==> config.mk <==
export PLATFORM = sky130hd
export DESIGN_NAME = cr_cg_rbus_arb_flat
export DESIGN_NICKNAME = d
export VERILOG_FILES = /design/src/rtl/cr_cg_rbus_arb_if.sv /design/src/rtl/cr_cg_rbus_arb.sv /design/src/flat_wrapper.sv
export SDC_FILE = /design/constraint.sdc
export NUM_CORES = 1
export LEC_CHECK = 0
export BUFFER_PORTS_ARGS = -buffer_cell sky130_fd_sc_hd__buf_2
export CAP_MARGIN = 15
export CORE_ASPECT_RATIO = 0.75
export CORE_MARGIN = 2
export CORE_UTILIZATION = 45
export DETAILED_ROUTE_END_ITERATION = 8
export PLACE_DENSITY = 0.75
export SETUP_SLACK_MARGIN = 0.2
export SKIP_LAST_GASP = 1
export SLEW_MARGIN = 10
export SYNTH_ARGS = -nofsm -noshare
export SYNTH_HDL_FRONTEND = slang
export SYNTH_SLANG_ARGS = --single-unit
export TNS_END_PERCENT = 30
==> constraint.sdc <==
create_clock -name clk -period 2.65 [get_ports clk]
set_input_delay 0.795 -clock clk [delete_from_list [all_inputs] [get_ports clk]]
set_output_delay 0.795 -clock clk [all_outputs]
set_load 0.02 [all_outputs]
==> src/rtl/cr_cg_rbus_arb_if.sv <==
// cr_cg_rbus_arb_if
//   Bundles the requester-side and rbus-side signals of the rbus arbiter.
//   master : view taken by the arbiter (drives rbus strobes and responses)
//   slave  : view taken by the requesters and the register ring
// Signals
//   req_vld/req_wr      [N_REQ]          per-requester valid and write flag
//   req_addr            [N_REQ*ADDR_W]   packed, slice i belongs to requester i
//   req_wdata           [N_REQ*DATA_W]   packed write data
//   rsp_vld             [N_REQ]          one-hot single-cycle response
//   rsp_err, rsp_rdata                   response status and read data
//   rbus_*_o / rbus_*_i                  rbus master port
//   busy_o, timeout_o                    status
interface cr_cg_rbus_arb_if #(
  parameter int N_REQ  = 2,
  parameter int ADDR_W = 20,
  parameter int DATA_W = 32
);
  logic [N_REQ-1:0]        req_vld;
  logic [N_REQ-1:0]        req_wr;
  logic [N_REQ*ADDR_W-1:0] req_addr;
  logic [N_REQ*DATA_W-1:0] req_wdata;
  logic [N_REQ-1:0]        rsp_vld;
  logic                    rsp_err;
  logic [DATA_W-1:0]       rsp_rdata;
  logic [ADDR_W-1:0]       rbus_addr_o;
  logic                    rbus_wr_strb_o;
  logic [DATA_W-1:0]       rbus_wr_data_o;
  logic                    rbus_rd_strb_o;
  logic [DATA_W-1:0]       rbus_rd_data_i;
  logic                    rbus_ack_i;
  logic                    rbus_err_ack_i;
  logic                    busy_o;
  logic                    timeout_o;

  modport master (
    input  req_vld, req_wr, req_addr, req_wdata,
    input  rbus_rd_data_i, rbus_ack_i, rbus_err_ack_i,
    output rsp_vld, rsp_err, rsp_rdata,
    output rbus_addr_o, rbus_wr_strb_o, rbus_wr_data_o, rbus_rd_strb_o,
    output busy_o, timeout_o
  );

  modport slave (
    output req_vld, req_wr, req_addr, req_wdata,
    output rbus_rd_data_i, rbus_ack_i, rbus_err_ack_i,
    input  rsp_vld, rsp_err, rsp_rdata,
    input  rbus_addr_o, rbus_wr_strb_o, rbus_wr_data_o, rbus_rd_strb_o,
    input  busy_o, timeout_o
  );
endinterface

==> src/rtl/cr_cg_rbus_arb.sv <==
// cr_cg_rbus_arb
//   Round-robin arbiter/sequencer sharing one rbus master port among N_REQ
//   requesters. One read or write per grant: a single-cycle strobe, then a
//   bounded wait for ack/err_ack, then a one-hot response to the granted
//   requester. All outputs are registered.
// Ports
//   clk  : clock
//   rst  : synchronous reset, active-high; aborts any transaction in flight
//   bus  : cr_cg_rbus_arb_if.master (requests, responses, rbus port, status)
module cr_cg_rbus_arb #(
  parameter int N_REQ   = 2,
  parameter int ADDR_W  = 20,
  parameter int DATA_W  = 32,
  parameter int TIMEOUT = 255
) (
  input logic               clk,
  input logic               rst,
  cr_cg_rbus_arb_if.master  bus
);
  localparam int IDX_W = (N_REQ > 1) ? $clog2(N_REQ) : 1;

  typedef enum logic [1:0] {S_IDLE, S_ISSUE, S_WAIT, S_RESP} state_t;

  state_t             state, state_d;
  logic [IDX_W-1:0]   rr_ptr, rr_ptr_d;
  logic [IDX_W-1:0]   gnt, gnt_d;
  logic               wr, wr_d;
  logic [15:0]        timer, timer_d;
  logic [ADDR_W-1:0]  addr, addr_d;
  logic [DATA_W-1:0]  wdata, wdata_d;
  logic               wr_strb, wr_strb_d;
  logic               rd_strb, rd_strb_d;
  logic [N_REQ-1:0]   rsp_vld, rsp_vld_d;
  logic               rsp_err, rsp_err_d;
  logic [DATA_W-1:0]  rsp_rdata, rsp_rdata_d;
  logic               timeout, timeout_d;
  logic               pick_vld;
  logic [IDX_W-1:0]   pick;

  // First requesting index after ptr, wrapping mod N_REQ. Scanning from the
  // farthest offset down lets the nearest one overwrite the result.
  function automatic logic [IDX_W:0] rr_pick(input logic [N_REQ-1:0] vld,
                                             input logic [IDX_W-1:0] ptr);
    logic [IDX_W:0] res;
    int idx;
    res = '0;
    for (int k = N_REQ; k >= 1; k--) begin
      idx = int'(ptr) + k;
      if (idx >= N_REQ) idx -= N_REQ;
      if (vld[idx]) res = {1'b1, IDX_W'(idx)};
    end
    return res;
  endfunction

  always_comb begin
    state_d     = state;
    rr_ptr_d    = rr_ptr;
    gnt_d       = gnt;
    wr_d        = wr;
    addr_d      = addr;
    wdata_d     = wdata;
    timer_d     = timer;
    wr_strb_d   = 1'b0;
    rd_strb_d   = 1'b0;
    rsp_vld_d   = '0;
    rsp_err_d   = rsp_err;
    rsp_rdata_d = rsp_rdata;
    timeout_d   = 1'b0;
    {pick_vld, pick} = rr_pick(bus.req_vld, rr_ptr);
    case (state)
      S_IDLE: begin
        if (pick_vld) begin
          gnt_d     = pick;
          rr_ptr_d  = pick;
          wr_d      = bus.req_wr[pick];
          addr_d    = bus.req_addr[int'(pick)*ADDR_W +: ADDR_W];
          wdata_d   = bus.req_wdata[int'(pick)*DATA_W +: DATA_W];
          wr_strb_d = bus.req_wr[pick];
          rd_strb_d = ~bus.req_wr[pick];
          state_d   = S_ISSUE;
        end
      end
      S_ISSUE: begin
        timer_d = '0;
        state_d = S_WAIT;
      end
      S_WAIT: begin
        // Acks are only honoured here; anything seen in other states is stale.
        if (bus.rbus_ack_i || bus.rbus_err_ack_i) begin
          rsp_vld_d[gnt] = 1'b1;
          rsp_err_d      = bus.rbus_err_ack_i;
          rsp_rdata_d    = (bus.rbus_err_ack_i || wr) ? '0 : bus.rbus_rd_data_i;
          state_d        = S_RESP;
        end else if (timer == 16'(TIMEOUT - 1)) begin
          rsp_vld_d[gnt] = 1'b1;
          rsp_err_d      = 1'b1;
          rsp_rdata_d    = '0;
          timeout_d      = 1'b1;
          state_d        = S_RESP;
        end else begin
          timer_d = timer + 16'd1;
        end
      end
      S_RESP: state_d = S_IDLE;
      default: state_d = S_IDLE;
    endcase
  end

  always_ff @(posedge clk) begin
    if (rst) state <= S_IDLE;
    else     state <= state_d;
  end

  // Registered outputs and transaction latch; everything clears on reset so
  // an aborted transaction leaves no visible trace.
  always_ff @(posedge clk) begin
    if (rst) begin
      rr_ptr    <= IDX_W'(N_REQ - 1);
      gnt       <= '0;
      wr        <= 1'b0;
      addr      <= '0;
      wdata     <= '0;
      timer     <= '0;
      wr_strb   <= 1'b0;
      rd_strb   <= 1'b0;
      rsp_vld   <= '0;
      rsp_err   <= 1'b0;
      rsp_rdata <= '0;
      timeout   <= 1'b0;
    end else begin
      rr_ptr    <= rr_ptr_d;
      gnt       <= gnt_d;
      wr        <= wr_d;
      addr      <= addr_d;
      wdata     <= wdata_d;
      timer     <= timer_d;
      wr_strb   <= wr_strb_d;
      rd_strb   <= rd_strb_d;
      rsp_vld   <= rsp_vld_d;
      rsp_err   <= rsp_err_d;
      rsp_rdata <= rsp_rdata_d;
      timeout   <= timeout_d;
    end
  end

  assign bus.rbus_addr_o    = addr;
  assign bus.rbus_wr_data_o = wdata;
  assign bus.rbus_wr_strb_o = wr_strb;
  assign bus.rbus_rd_strb_o = rd_strb;
  assign bus.rsp_vld        = rsp_vld;
  assign bus.rsp_err        = rsp_err;
  assign bus.rsp_rdata      = rsp_rdata;
  assign bus.timeout_o      = timeout;
  assign bus.busy_o         = (state != S_IDLE);
endmodule
==> src/flat_wrapper.sv <==
// flat-port wrapper written by rule: the top's interface ports become plain ports
module cr_cg_rbus_arb_flat 
#(
  parameter int N_REQ   = 2,
  parameter int ADDR_W  = 20,
  parameter int DATA_W  = 32,
  parameter int TIMEOUT = 255
)
  (clk, rst, bus_req_vld, bus_req_wr, bus_req_addr, bus_req_wdata, bus_rbus_rd_data_i, bus_rbus_ack_i, bus_rbus_err_ack_i, bus_rsp_vld, bus_rsp_err, bus_rsp_rdata, bus_rbus_addr_o, bus_rbus_wr_strb_o, bus_rbus_wr_data_o, bus_rbus_rd_strb_o, bus_busy_o, bus_timeout_o);
  cr_cg_rbus_arb_if #(.N_REQ(N_REQ), .ADDR_W(ADDR_W), .DATA_W(DATA_W)) bus_i ();
  input logic clk;
  input logic rst;
  input wire logic [$bits(bus_i.req_vld)-1:0] bus_req_vld;
  input wire logic [$bits(bus_i.req_wr)-1:0] bus_req_wr;
  input wire logic [$bits(bus_i.req_addr)-1:0] bus_req_addr;
  input wire logic [$bits(bus_i.req_wdata)-1:0] bus_req_wdata;
  input wire logic [$bits(bus_i.rbus_rd_data_i)-1:0] bus_rbus_rd_data_i;
  input wire logic [$bits(bus_i.rbus_ack_i)-1:0] bus_rbus_ack_i;
  input wire logic [$bits(bus_i.rbus_err_ack_i)-1:0] bus_rbus_err_ack_i;
  output wire logic [$bits(bus_i.rsp_vld)-1:0] bus_rsp_vld;
  output wire logic [$bits(bus_i.rsp_err)-1:0] bus_rsp_err;
  output wire logic [$bits(bus_i.rsp_rdata)-1:0] bus_rsp_rdata;
  output wire logic [$bits(bus_i.rbus_addr_o)-1:0] bus_rbus_addr_o;
  output wire logic [$bits(bus_i.rbus_wr_strb_o)-1:0] bus_rbus_wr_strb_o;
  output wire logic [$bits(bus_i.rbus_wr_data_o)-1:0] bus_rbus_wr_data_o;
  output wire logic [$bits(bus_i.rbus_rd_strb_o)-1:0] bus_rbus_rd_strb_o;
  output wire logic [$bits(bus_i.busy_o)-1:0] bus_busy_o;
  output wire logic [$bits(bus_i.timeout_o)-1:0] bus_timeout_o;
  assign bus_i.req_vld = bus_req_vld;
  assign bus_i.req_wr = bus_req_wr;
  assign bus_i.req_addr = bus_req_addr;
  assign bus_i.req_wdata = bus_req_wdata;
  assign bus_i.rbus_rd_data_i = bus_rbus_rd_data_i;
  assign bus_i.rbus_ack_i = bus_rbus_ack_i;
  assign bus_i.rbus_err_ack_i = bus_rbus_err_ack_i;
  assign bus_rsp_vld = bus_i.rsp_vld;
  assign bus_rsp_err = bus_i.rsp_err;
  assign bus_rsp_rdata = bus_i.rsp_rdata;
  assign bus_rbus_addr_o = bus_i.rbus_addr_o;
  assign bus_rbus_wr_strb_o = bus_i.rbus_wr_strb_o;
  assign bus_rbus_wr_data_o = bus_i.rbus_wr_data_o;
  assign bus_rbus_rd_strb_o = bus_i.rbus_rd_strb_o;
  assign bus_busy_o = bus_i.busy_o;
  assign bus_timeout_o = bus_i.timeout_o;
  cr_cg_rbus_arb #(.N_REQ(N_REQ), .ADDR_W(ADDR_W), .DATA_W(DATA_W), .TIMEOUT(TIMEOUT)) u_core (.clk(clk), .rst(rst), .bus(bus_i));
endmodule
After elaboration in Yosys (flattened, before gate mapping):

Cells that the tools add are included.

* bits in registers: 111
* input bits: 144
* output and inout port bits: 91
* logic and storage cells: 83

* add/subtract/negate cells: 5
* multiply operators: 1
* $lt $le $gt $ge: 7
* eq/ne operators: 8
* shift operators: 2
* muxes and demuxes: 29
* bitwise logic cells: 4
* reductions and logical operators: 14

Operators with widths (number)
* 32-bit 2-to-1 mux: 5
* 32-bit by 3-bit greater-or-equal comparator with 1-bit output (second input constant): 2
* 32-bit by 3-bit < comparator with 1-bit output (second input constant): 2
* 64-bit by 7-bit variable part select with 32-bit output: 1
* 32-bit by 3-bit subtractor with 32-bit output (second input constant): 2
* 40-bit by 32-bit variable part select with 20-bit output: 1
* 16-bit 2-to-1 mux: 2
* 16-bit one-hot mux with 2 select lines: 1
* 16-bit by 1-bit adder with 16-bit output (second input constant): 1
* 16-bit by 8-bit == test with 1-bit output (second input constant): 1
* 2-bit 2-to-1 mux: 7
* 1-bit 2-to-1 mux: 12
* 2-bit one-hot mux with 4 select lines: 1
* 2-bit AND reduction: 3
* 2-bit nonzero test: 3
* 3-bit OR reduction: 2
* 2-bit == test (second input constant): 2
* 1-bit by 2-bit < comparator with 1-bit output (second input constant): 2
* 1-bit by 3-bit multiplier with 4-bit output (second input constant): 1
* 2-bit != test (second input constant): 2
* 1-bit inverter: 4
* 1-bit by 2-bit adder with 3-bit output (second input constant): 1
* 3-bit by 1-bit != test with 1-bit output (second input constant): 1
* 3-bit AND reduction: 1
* 9 further kinds: 10

Depth between registers and ports, before layout:

* depth after elaboration: 11
* depth in mapped cells: 7
* mapped depth without buffers: 6

Worst setup path after synthesis:

OpenSTA, ideal clock, no wires.

* path kind: input to register
* from: in bus_rbus_err_ack_i
* to: reg u_core.timer[3]
* setup time: 0.074 ns
* arrival: 1.947 ns
* required time: 2.576 ns
* setup slack: 0.628 ns
* cell stages on the path: 4
* path buffers: 0
* path through: or2_1 a41o_1 or4_1 a31oi_1

* cells in the longest elaborated chain, start to end: 3

Ends and longest elaborated chain
* start, declared: line flat_wrapper.sv:19 `input wire logic [$bits(bus_i.rbus_err_ack_i)-1:0] bus_rbus_err_ack_i;`
* 1-bit logical OR: line cr_cg_rbus_arb.sv:89 `if (bus.rbus_ack_i || bus.rbus_err_ack_i) begin`
* 2-bit != test (no line)
* 3-bit AND reduction (no line)
* end signal, assigned: line cr_cg_rbus_arb.sv:136 `timer <= timer_d;`
* end, declared: line cr_cg_rbus_arb.sv:28 `logic [15:0] timer, timer_d;`

No other way between the ends.
A chain may end at the register's enable or synchronous reset.

Final worst setup path:

* from: reg u_core.timer[0]
* to: reg u_core.rsp_rdata[4], in the netlist u_core.bus.rsp_rdata[4]

* cells in the longest elaborated chain, start to end: 3

Ends and longest elaborated chain
* 16-bit by 8-bit == test with 1-bit output: line cr_cg_rbus_arb.sv:94 `end else if (timer == 16'(TIMEOUT - 1)) begin`
* 2-bit nonzero test (no line)
* 2-bit AND reduction (no line)
* end signal, assigned: line cr_cg_rbus_arb.sv:141 `rsp_rdata <= rsp_rdata_d;`
* end, declared: line cr_cg_rbus_arb.sv:35 `logic [DATA_W-1:0] rsp_rdata, rsp_rdata_d;`

No other way between the ends.

==> impl_metrics.tcl <==
set metrics [dict create \
    clock_path_buffers 2 \
    ant_nets 0 \
    powerDensity_mw_per_mm2 865 \
    syn_area_mm2 0.00471 \
    path_class "flop to flop" \
    start_util_pct 46.0 \
    synth_top_family_by_area "compound AO/OA/AOI/OAI gates" \
    synth-xor-area-share_pct 0.186 \
    fmax_mhz 452 \
    drt-initial-drc-count 182 \
    rows 32 \
    grt.overflow.total 0 \
    cts_tree "built" \
    syn_avg_cell_area_um2 9.68 \
    synth_compound_area_share_pct 21.3 \
    clock-root-buffer "clkbuf_16" \
    setup_violations 0 \
    cp_data_arrival_time_ns 2.44 \
    cts_setup_buffers 0 \
    gp_congestion 0.923 \
    fp.coreArea_mm2 0.0102 \
    synthArstFlopShare_pct 0 \
    synth_top_area_share_pct 47.2 \
    dp_hpwl_um 9900 \
    post_cts_resized 0 \
    startpoint_type "flop" \
    cap_violations 0 \
    clk-insertion-delay-late_ns 0.34 \
    hold_viol 0 \
    grt_pass1_wl_um 20200 \
    synth_top_area_cell "dfxtp_1" \
    synthAdderAreaFrac_pct 1.33 \
    diodes 0 \
    power.share.switching_pct 37.8 \
    ys_types 49 \
    critPathRequiredTime_ns 2.88 \
    rsz0062_at_grt "no" \
    status "complete, no violations" \
    synth_cells 487 \
    yosys-mux-area-fraction_pct 11.7 \
    p_comb_share_pct 36.9 \
    num-nets-final 855 \
    die_w_um 122 \
    fin_setup_tns_ns 0 \
    wl_per_cell_um 15.4 \
    grt_max_degree 106 \
    p_sw_mw 2.07 \
    max_slew_margin_pct 66.1 \
    post-route-period-util_pct 83.6 \
    clock_sinks 111 \
    synth_fp_nets 636 \
    clkPwrFrac_pct 23.4 \
    grt_pass1_vias 4182 \
    grt.total_usage_pct 22.5 \
    antenna_found_initial 0 \
    dieHeight_um 92.6 \
    drive_gt1_share_pct 38.0 \
    synth-edff-count 0 \
    report.final.slew_viol_count 0 \
    wirelength_um 13000 \
    cellLeakagePower_nw 2.90 \
    min_period_ns 2.21 \
    worst_pin_slew_ns 0.509 \
    yosys.area_share.simple_pct 13.9 \
    ioPinCount 235 \
    numPortBuffers 234 \
    htreeDepth 3 \
    finalNonFillerCells 847 \
    cts_buffers 9 \
    synth_seq_area_share_pct 47.2 \
    hold_path.class "flop to flop" \
    vdd_drop_max_v 0.000497 \
    synthFlopType "dfxtp_1" \
    crit_fanout 30 \
    dieArea_mm2 0.0113 \
    clkTransAtPathRegs_ns 0.07 \
    viasPerCell 5.30 \
    firstDrtPassIters 4 \
    p_seq_share_pct 39.7 \
    p_int_mw 3.41 \
    area_delta_synth_final_pct 34.6 \
    vias 4488 \
    dp_cells 831 \
    drc 0 \
    cts_hold_buf 0 \
    end_kind "flop" \
    ys_ff_latch 111 \
    synth_warnings 0 \
    netlist_top_cells_area "dfxtp_1 (47%), mux2i_1 (12%), a211oi_1 (8.4%)" \
    finClkSkew_ns 0.00685 \
]
-- critical path: stages, from the launching register on --
cell,delay (ns)
dfxtp_1,0.35
inv_1,0.13
ha_1,0.15
nor4b_2,0.33
a41o_1,0.56
a21oi_2,0.14
buf_12,0.18
a22o_1,0.25
-- cell families after synthesis --
logic type               count (synthesis)
buffers and inverters                   52
AND/OR/NAND/NOR                        132
adder cells (fa/ha/maj)                  5
AO/OA/AOI/OAI                          131
multiplexers                            55
flip-flops                             111
XOR/XNOR                                 1
-- cells in the mapped netlist, types with 9 or more instances --
| cell type | instances |
|---|---|
| nand4_1 | 11 |
| a211oi_1 | 53 |
| nor2_1 | 60 |
| mux2i_1 | 55 |
| inv_1 | 14 |
| a21oi_1 | 9 |
| nand2_1 | 16 |
| clkbuf_1 | 24 |
| a22o_1 | 30 |
| dfxtp_1 | 111 |
| buf_2 | 10 |
-- cell type report --
cell class	instances	area [um2]
Tap cell	136	170
Fill cell	942	3910
Sequential cell	111	2220
Clock inverter	4	28.8
Inverter	15	56.3
Clock buffer	12	256
Timing Repair Buffer	245	1300
Multi-Input combinational cell	324	2310
-- layout by cell type, fill, tap and decap left out, types with 6 or more instances in the layout --
master	Yosys	layout
nand3_1	7	7
buf_2	10	234
inv_1	14	14
dfxtp_1	111	111
buf_4	0	7
a22o_1	30	30
mux2i_1	55	55
nand4_1	11	11
nor3_1	7	7
a21oi_1	9	8
a31oi_1	7	7
o211ai_1	6	6
a211oi_1	53	53
nand2_1	16	16
nor2_1	60	58
clkbuf_16	0	9
-- flip-flops by register name (all words and copies together), names as in the netlist --
name,count
u_core.rr_ptr,1
u_core.bus.timeout_o,1
u_core.state,2
u_core.bus.rbus_rd_strb_o,1
u_core.timer,16
u_core.bus.rsp_err,1
u_core.wr,1
u_core.bus.rbus_wr_strb_o,1
u_core.bus.rsp_vld,2
u_core.bus.rbus_wr_data_o,32
u_core.bus.rbus_addr_o,20
u_core.bus.rsp_rdata,32
u_core.gnt,1
-- final timing paths --
kind / startpoint / end / slack (ns) / cells after the start
worst max-delay path: u_core.timer[0]$_SDFFE_PP0P_ / u_core.bus.rsp_rdata[4]$_SDFFE_PP0P_ / 0.44 / 7
worst max register to register: u_core.timer[0]$_SDFFE_PP0P_ / u_core.bus.rsp_rdata[4]$_SDFFE_PP0P_ / 0.44 / 7
worst min register to register: u_core.bus.rsp_rdata[20]$_SDFFE_PP0P_ / u_core.bus.rsp_rdata[20]$_SDFFE_PP0P_ / 0.48 / 1
worst min-delay path: u_core.bus.rsp_rdata[20]$_SDFFE_PP0P_ / u_core.bus.rsp_rdata[20]$_SDFFE_PP0P_ / 0.48 / 1
-- power by group through the flow --
stage                     Clock (mW)  Combinational [mW]  Sequential, mW
after floorplan                    0               0.962            2.56
after global placement             0                1.99            2.19
after detailed placement           0                2.04            2.20
after CTS                       1.32                2.05            2.18
after global routing            1.38                2.22            2.22
final                           1.29                2.02            2.18
-- per-stage QoR --
step / total power, mW / setup slack [ns] / cell area, um2 / hold slack, ns / util, %
detailed placement: 4.25 / 0.244 / 6060 / 0.459 / 59.1
CTS: 5.54 / 0.453 / 6340 / 0.479 / 61.9
floorplan: 3.53 / 0.628 / 4710 / 0.417 / -
finish: 5.49 / 0.435 / 6340 / 0.475 / 61.9
global placement: 4.18 / 0.312 / 6060 / 0.451 / 59.1
global route: 5.82 / 0.281 / 6340 / 0.494 / 61.9
-- metal layers --
layer  GRT usage [%]  routed length (um)  vias up
li1                -                   -     2260
met1            27.3                5480     2042
met2            37.7                6180      174
met3            7.76                1210       12
met4            6.32                 133        0
met5               0                   0        -
Note: power is estimated with default switching activity, not from simulation.
